`src/rtl/fifo_shift_ctrl.sv`:
```
`default_nettype none
// +----------------------------------------------------------------------------+
// | fifo_shift_ctrl: shift-register FIFO with occupancy, oldest-entry pop and   |
// | age-indexed random read.  Rev 1.0                                          |
// +----------------------------------------------------------------------------+
module fifo_shift_ctrl #(
  parameter int BIT_WIDTH  = 16,
  parameter int NUM_WORDS  = 64,
  parameter int ADDR_WIDTH = 6
) (
  input  logic                  clk,
  input  logic                  fifo_reset_n,
  input  logic [BIT_WIDTH-1:0]  write_data,
  input  logic                  write_en,
  input  logic                  pop_en,
  input  logic [ADDR_WIDTH-1:0] index,
  input  logic                  read_en,
  output logic [BIT_WIDTH-1:0]  read_data,
  output logic                  read_valid,
  output logic [BIT_WIDTH-1:0]  pop_data,
  output logic                  pop_valid,
  output logic [ADDR_WIDTH:0]   count,
  output logic                  full,
  output logic                  empty,
  output logic                  overflow,
  output logic                  underflow
);

  localparam logic [ADDR_WIDTH:0] FULL_COUNT = (ADDR_WIDTH+1)'(NUM_WORDS);
  localparam logic [ADDR_WIDTH:0] ONE_COUNT  = (ADDR_WIDTH+1)'(1);

  logic [BIT_WIDTH-1:0]  reg_file [0:NUM_WORDS-1];
  logic [ADDR_WIDTH:0]   count_q;
  logic                  pop_ok;
  logic                  push_ok;
  logic                  read_hit;
  logic [ADDR_WIDTH-1:0] oldest_idx;

  // Status is decoded from the count register only.
  assign full  = (count_q == FULL_COUNT);
  assign empty = (count_q == '0);
  assign count = count_q;

  // A pop frees a slot in the same edge, so a full FIFO still accepts push+pop.
  assign pop_ok     = pop_en && !empty;
  assign push_ok    = write_en && (!full || pop_ok);
  assign read_hit   = ({1'b0, index} < count_q) && ({1'b0, index} < FULL_COUNT);
  assign oldest_idx = ADDR_WIDTH'(count_q - ONE_COUNT);

  // Storage carries no reset; stale words are hidden by the count.
  always_ff @(posedge clk) begin
    if (fifo_reset_n && push_ok) begin
      for (int k = NUM_WORDS - 1; k > 0; k--) begin
        reg_file[k] <= reg_file[k-1];
      end
      reg_file[0] <= write_data;
    end
  end

  always_ff @(posedge clk) begin
    if (!fifo_reset_n) begin
      count_q    <= '0;
      read_data  <= '0;
      read_valid <= 1'b0;
      pop_data   <= '0;
      pop_valid  <= 1'b0;
      overflow   <= 1'b0;
      underflow  <= 1'b0;
    end else begin
      if (push_ok && !pop_ok) begin
        count_q <= count_q + ONE_COUNT;
      end else if (pop_ok && !push_ok) begin
        count_q <= count_q - ONE_COUNT;
      end

      pop_valid <= pop_ok;
      if (pop_ok) begin
        pop_data <= reg_file[oldest_idx];
      end

      if (write_en && !push_ok) begin
        overflow <= 1'b1;
      end
      if (pop_en && !pop_ok) begin
        underflow <= 1'b1;
      end

      // read_data holds its value when no read is requested.
      read_valid <= read_en && read_hit;
      if (read_en) begin
        read_data <= read_hit ? reg_file[index] : '0;
      end
    end
  end

endmodule
`default_nettype wire

```
`config.mk`:
```
export PLATFORM = sky130hd
export DESIGN_NAME = fifo_shift_ctrl
export DESIGN_NICKNAME = d
export VERILOG_FILES = /design/src/rtl/fifo_shift_ctrl.sv
export SDC_FILE = /design/constraint.sdc
export NUM_CORES = 1
export LEC_CHECK = 0
export ABC_AREA = 0
export CAP_MARGIN = 20
export CORE_MARGIN = 8
export CORE_UTILIZATION = 57
export DETAILED_ROUTE_END_ITERATION = 8
export PLACE_DENSITY = 0.82
export SYNTH_ARGS = -nofsm -noshare
export SYNTH_HDL_FRONTEND = slang
export SYNTH_SLANG_ARGS = --single-unit
```
`constraint.sdc`:
```
create_clock -name clk -period 30.6 [get_ports clk]
set_input_delay 6.12 -clock clk [delete_from_list [all_inputs] [get_ports clk]]
set_output_delay 6.12 -clock clk [all_outputs]
set_load 0.05 [all_outputs]
```
==> results.toml, run 1 <==
[die]
dieHeight_um = 307
row_count = 106
initial_core_util = 0.576
ios = 72
core_um2 = 83700
die_w_um = 307
die-area_um2 = 94100

[pwr]
netSwitchingFraction = 0.317
p_int_mw = 3.11
clkPwrFrac = 0.282
power_frac_seq = 0.398
cellPowerDensity_nw_per_um2 = 85.2
p_leak_nw = 16.7
ir_drop_mv = 0.0944
power.share.combinational = 0.320
p_sw_mw = 1.45

[yosys]
synth_area_um2 = 48200
syn_area_per_cell_um2 = 20.9
synth_common_cells = "edfxtp_1, mux4_2, a22oi_1"
synth_edf_count = 1024
post-synth-top-area-cell = "edfxtp_1"
synth_cells = 2301
synth_warnings = 0
ys.flop_type = "edfxtp_1"
synth_top_area_frac = 0.638
syn-num-nets = 2336
yosysSeqAreaShare = 0.656
yosysMostFrequentCell = "edfxtp_1"
ys_top_cells_by_area = "edfxtp_1, mux4_2, a22oi_1"
synthDistinctLibCells = 54
synthArstFlopShare = 0
ys_ff_latch = 1067

[timing]
finalSetupViolCount = 0
post-route-period-util = 0.326
rsz0062_at_grt = "no"
worst_pin_slew_ns = 1.09
relSlewSlack = 0.274
skew_ns = 0.0178
slew_violations = 0
fin_tns_setup_ns = 0
period_minus_slack_ns = 9.98
fmax_mhz = 100
final_hold_viol_count = 0
holdWs_ns = 0.470

[clock_network]
cts_buffers = 106
clk_latency_ns = 0.67
clock-sinks = 1067
h-tree-depth = 3
cts_tree = "yes"
cts_root_buf = "clkbuf_16"
cts_hold_buf = 0
clockBufferDepth = 3
cts_resized = 0
clk_pin_slew_ns = 0.06
post-cts-setup-buffer-count = 0

[critical_path]
endpoint_kind = "flop"
r2r_slack_ns = 25.04
worstPathArrival_ns = 10.27
crit_chain = "clkdlybuf4s50_1 -> o21a_1 -> and2_4 -> buf_4 -> buf_4 -> buf_4"
cpPeakStageDelay_ns = 0.95
r2r-start = "count[0]"
crit_required_ns = 30.88
slowest_stage = "buf_4"
r2r-end = "reg_file[11][2]"
worstSetupPathType = "input pin to flop"
crit_path_max_fanout = 85
start_kind = "input pin"
r2r_cells = 10
crit_top_cell = "buf_4"

[route]
drc = 0
drtIter0Drc = 3931
via_per_inst = 7.39
wl_per_cell_um = 32.4
antenna_left = 0
dr.pass1.iters = 6
num_vias = 26400
routed_wl_mm = 116

[grt]
grt_antenna_before_repair = 2
gr-usage-met1 = 0.349
track_usage = 0.244
top_usage_layer = "met2"
met3_usage = 0.0735
grt_max_degree = 195
gr-total-overflow = 0
use_met2 = 0.361
grt_pass1_vias = 27000
grt_pass1_wl_mm = 176

[layout]
multi_input_area_um2 = 15800
final_nets = 2385
ff_latch_area_um2 = 31600
drive_gt1_frac = 0.317
area_delta_synth_final_pct = 11.0
fill_cells = 5236

[flow_run]
cap_violations = 0

[hold_path]
hold_end = "reg_file[12][2]"
hp-start = "reg_file[11][2]"
whs_path_depth = 0
holdCritPathClass = "flop to flop"

[run_status]
outcome = "finished clean"

[placed_design]
hpwl_mm = 64.0
gp_congestion = 0.820
port_buffers = 71
stage by stage:
stage / total power [mW] / instance area (um^2) / cells / util / setup WS (ns)
after CTS: 4.56 / 53400 / 3570 / 0.638 / 20.65
after global placement: 3.24 / 50000 / 3372 / 0.597 / 20.19
after detailed placement: 3.27 / 50000 / 3372 / 0.597 / 19.92
final: 4.56 / 53500 / 3575 / 0.639 / 20.62
after global routing: 4.71 / 53500 / 3574 / 0.639 / 20.39
after floorplan: 2.90 / 48200 / 2301 / - / 11.43
worst max-delay path by stage:
| stage | depth (start not counted) | from | endpoint | slack [ns] |
|---|---|---|---|---|
| 2_1_floorplan | 2 | pop_en | reg_file[0][0] | 11.43 |
| 3_3_place_gp | 6 | pop_en | reg_file[13][2] | 20.19 |
| 3_5_place_dp | 6 | pop_en | reg_file[16][2] | 19.92 |
| 4_1_cts | 6 | pop_en | reg_file[11][2] | 20.65 |
| 5_1_grt | 6 | pop_en | reg_file[13][2] | 20.39 |
| 6_report | 6 | pop_en | reg_file[11][2] | 20.62 |
worst max-delay path: cells and delay by family:
family | cells | cell delay [ns]
compound gates | 1 | 0.18
buf+inv | 4 | 3.15
simple gates | 1 | 0.67
power groups by stage:
stage	combinational (mW)	clock, mW	sequential [mW]
final	1.46	1.29	1.81
after global routing	1.53	1.36	1.82
after CTS	1.45	1.30	1.81
after detailed placement	1.43	0	1.84
after global placement	1.42	0	1.83
after floorplan	1.01	0	1.88
state kept, by name, indices dropped and copies added, names as in the netlist:
| signal | cells |
|---|---|
| pop_data | 16 |
| read_data | 16 |
| count | 7 |
| reg_file | 1024 |
| underflow | 1 |
| overflow | 1 |
| read_valid | 1 |
| pop_valid | 1 |
layout by cell type (no fill, tap or decap), types with 3 or more instances in the layout:
cell type	instances
a2111oi_0	4
a21o_1	3
a21oi_1	71
a221oi_1	15
a22o_1	4
a22oi_1	140
a311o_1	4
a31oi_1	5
and3_1	6
buf_16	4
buf_4	45
bufinv_16	8
clkbuf_1	23
clkbuf_16	109
clkbuf_8	7
clkdlybuf4s50_1	69
clkinv_1	22
clkinv_2	23
clkinvlp_4	4
dfxtp_1	42
edfxtp_1	1024
ha_1	7
inv_1	12
mux2i_1	44
mux4_1	5
mux4_2	545
nand2_1	53
nand3_1	15
nor2_1	17
nor3_1	3
nor4_1	17
o211ai_1	10
o21ai_0	26
xnor2_1	5
cell type report:
class | count | area share
Antenna cell | 1 | 0.0000468
Clock buffer | 139 | 0.0544
Clock inverter | 59 | 0.00917
Inverter | 13 | 0.000913
Multi-Input combinational cell | 1040 | 0.295
Sequential cell | 1067 | 0.591
Tap cell | 1134 | 0.0265
Timing Repair Buffer | 122 | 0.0226
per-layer routing:
metal / share of wire / wire length, um / vias to the layer above
met3: 0.13 / 14600 / 270
met5: 0.00029 / 34 / -
met4: 0.034 / 3900 / 4
met1: 0.37 / 43300 / 13900
met2: 0.47 / 54100 / 2027
li1: - / - / 10300
cell families (layout without fill, tap and decap cells):
logic type | Yosys count | after routing | synth area share
AO/OA/AOI/OAI | 292 | 292 | 0.0412
buffers and inverters | 194 | 333 | 0.0186
AND/OR/NAND/NOR | 136 | 136 | 0.0137
multiplexers | 595 | 595 | 0.267
other | 0 | 1 | 0
XOR/XNOR | 9 | 9 | 0.00164
adder cells (fa/ha/maj) | 8 | 8 | 0.00208
flip-flops | 1067 | 1067 | 0.656
(Power assumes the default switching activity.)
==> run 2: changes to the inputs <==
==> constraint.sdc (replaced) <==
create_clock -name clk -period 8.91 [get_ports clk]
set_input_delay 1.782 -clock clk [delete_from_list [all_inputs] [get_ports clk]]
set_output_delay 1.782 -clock clk [all_outputs]
set_load 0.05 [all_outputs]
==> results.toml, run 2 (synthesized netlist as in run 1, its figures left out) <==
[run_status]
outcome = "finished clean"

[critical_path]
start_kind = "flop"
r2r_cells = 9
crit_top_cell = "inv_1"
worst-path-buf-inv = 3
path_delay_family = "buffers and inverters"
r2r_slack_ns = 4.69
critical_path_cell_count = 7
endpoint_kind = "output port"
worstPathArrival_ns = 3.34
cpPeakStageDelay_ns = 0.83
crit_end = "full"
crit_chain = "inv_1 -> ha_4 -> or3b_4 -> nor3_1 -> nand2_1 -> inv_1 -> clkdlybuf4s50_1"
crit_path_start = "count[1]"
crit_path_max_fanout = 7
crit_required_ns = 7.13
worstSetupPathType = "flop to output port"
slowest_stage = "clkdlybuf4s50_1"
r2r-end = "pop_data[15]"
r2r-start = "count[0]"

[timing]
period_minus_slack_ns = 5.13
slew_violations = 0
worst_pin_slew_ns = 1.20
finalSetupViolCount = 0
fin_ws_ns = 3.78
fmax_mhz = 195
rsz0062_at_grt = "no"
post-route-period-util = 0.575
relSlewSlack = 0.199
final_hold_viol_count = 0
skew_ns = 0.0266

[clock_network]
cts_tree = "yes"
clk_pin_slew_ns = 0.07
cts_buffers = 104
post-cts-setup-buffer-count = 0
cts_root_buf = "clkbuf_16"
cts_hold_buf = 0
h-tree-depth = 3
clk_latency_ns = 0.66
cts_resized = 0
clockBufferDepth = 3
clock-sinks = 1067

[layout]
stdcell_area_um2 = 53600
reg_top3 = "reg_file (1024), pop_data (16), read_data (16)"
fill_cells = 5233
most-common-layout-cells = "edfxtp_1, mux4_2, a22oi_1"
fin_cells = 3557
final_common_cell = "edfxtp_1"
final_nets = 2370
largest_reg_flops = 1024
area_delta_synth_final_pct = 11.2
largest-register = "reg_file"
drive_gt1_frac = 0.311

[die]
core_um2 = 83700
row_count = 106
ios = 72
initial_core_util = 0.576
die_w_um = 307
die-area_um2 = 94100
dieHeight_um = 307

[route]
antenna_left = 0
via_per_inst = 7.47
drc = 0
drtIter0Drc = 4018
num_vias = 26600
routed_wl_mm = 117
wl_per_cell_um = 33.0
dr.pass1.iters = 5

[hold_path]
holdCritPathClass = "flop to flop"

[grt]
grt_antenna_before_repair = 4
grt_max_degree = 168
gr-total-overflow = 0
grt_pass1_vias = 26900
track_usage = 0.246
grt_pass1_wl_mm = 177

[pwr]
cellPowerDensity_nw_per_um2 = 296
power.total_mw = 15.9
p_leak_nw = 16.7
ir_drop_mv = 0.369

[flow_run]
cap_violations = 0

[placed_design]
hpwl_mm = 64.8
gp_congestion = 0.820
post-place-ws_ns = 3.81
place_area_um2 = 50000
dp.cells = 3362
port_buffers = 71
[run 2: cell count changes in the layout (fill, tap and decap cells not counted), sizes merged]
cell / change
bufinv: +9
clkinvlp: -3
buf: -13
inv: -1
clkbuf: -10
[run 2: final cells by class]
type                       instances  area [um^2]  share of cell area
multi-input combinational       1040        15800               0.295
timing repair buffer             109         1180              0.0220
sequential                      1067        31600               0.590
inverter                          13         48.8            0.000911
tap                             1134         1420              0.0265
clock buffer                     129         2790              0.0521
clock inverter                    64          732              0.0137
antenna                            1         2.50           0.0000467
[run 2: where the power goes]
| part | total, mW | leakage, nW | switching (mW) | internal, mW |
|---|---|---|---|---|
| Sequential | 6.23 | 9.96 | 0.326 | 5.91 |
| Combinational | 5.01 | 5.06 | 2.77 | 2.25 |
| Clock | 4.61 | 1.73 | 1.90 | 2.71 |
[run 2: through the flow]
stage | hold slack (ns) | TNS [ns] | utilization
floorplan | 0.436 | -531.10 | -
global placement | 0.442 | 0 | 0.597
finish | 0.463 | 0 | 0.640
CTS | 0.468 | 0 | 0.640
global route | 0.480 | 0 | 0.640
detailed placement | 0.451 | 0 | 0.598
[run 2: routing by layer]
metal  wire [um]  global-route usage
met2       55400               0.371
met3       14300              0.0661
met5          13                   0
met1       44200               0.353
met4        3580              0.0842
[run 2: how the worst min path moves through the flow]
| stage | from | depth (start not counted) | to |
|---|---|---|---|
| global placement | reg_file[9][9] | 0 | reg_file[10][9] |
| finish | reg_file[1][8] | 0 | reg_file[2][8] |
| detailed placement | reg_file[49][7] | 0 | reg_file[50][7] |
| CTS | reg_file[1][8] | 0 | reg_file[2][8] |
| global route | reg_file[33][15] | 0 | reg_file[34][15] |
| floorplan | reg_file[9][15] | 0 | reg_file[10][15] |
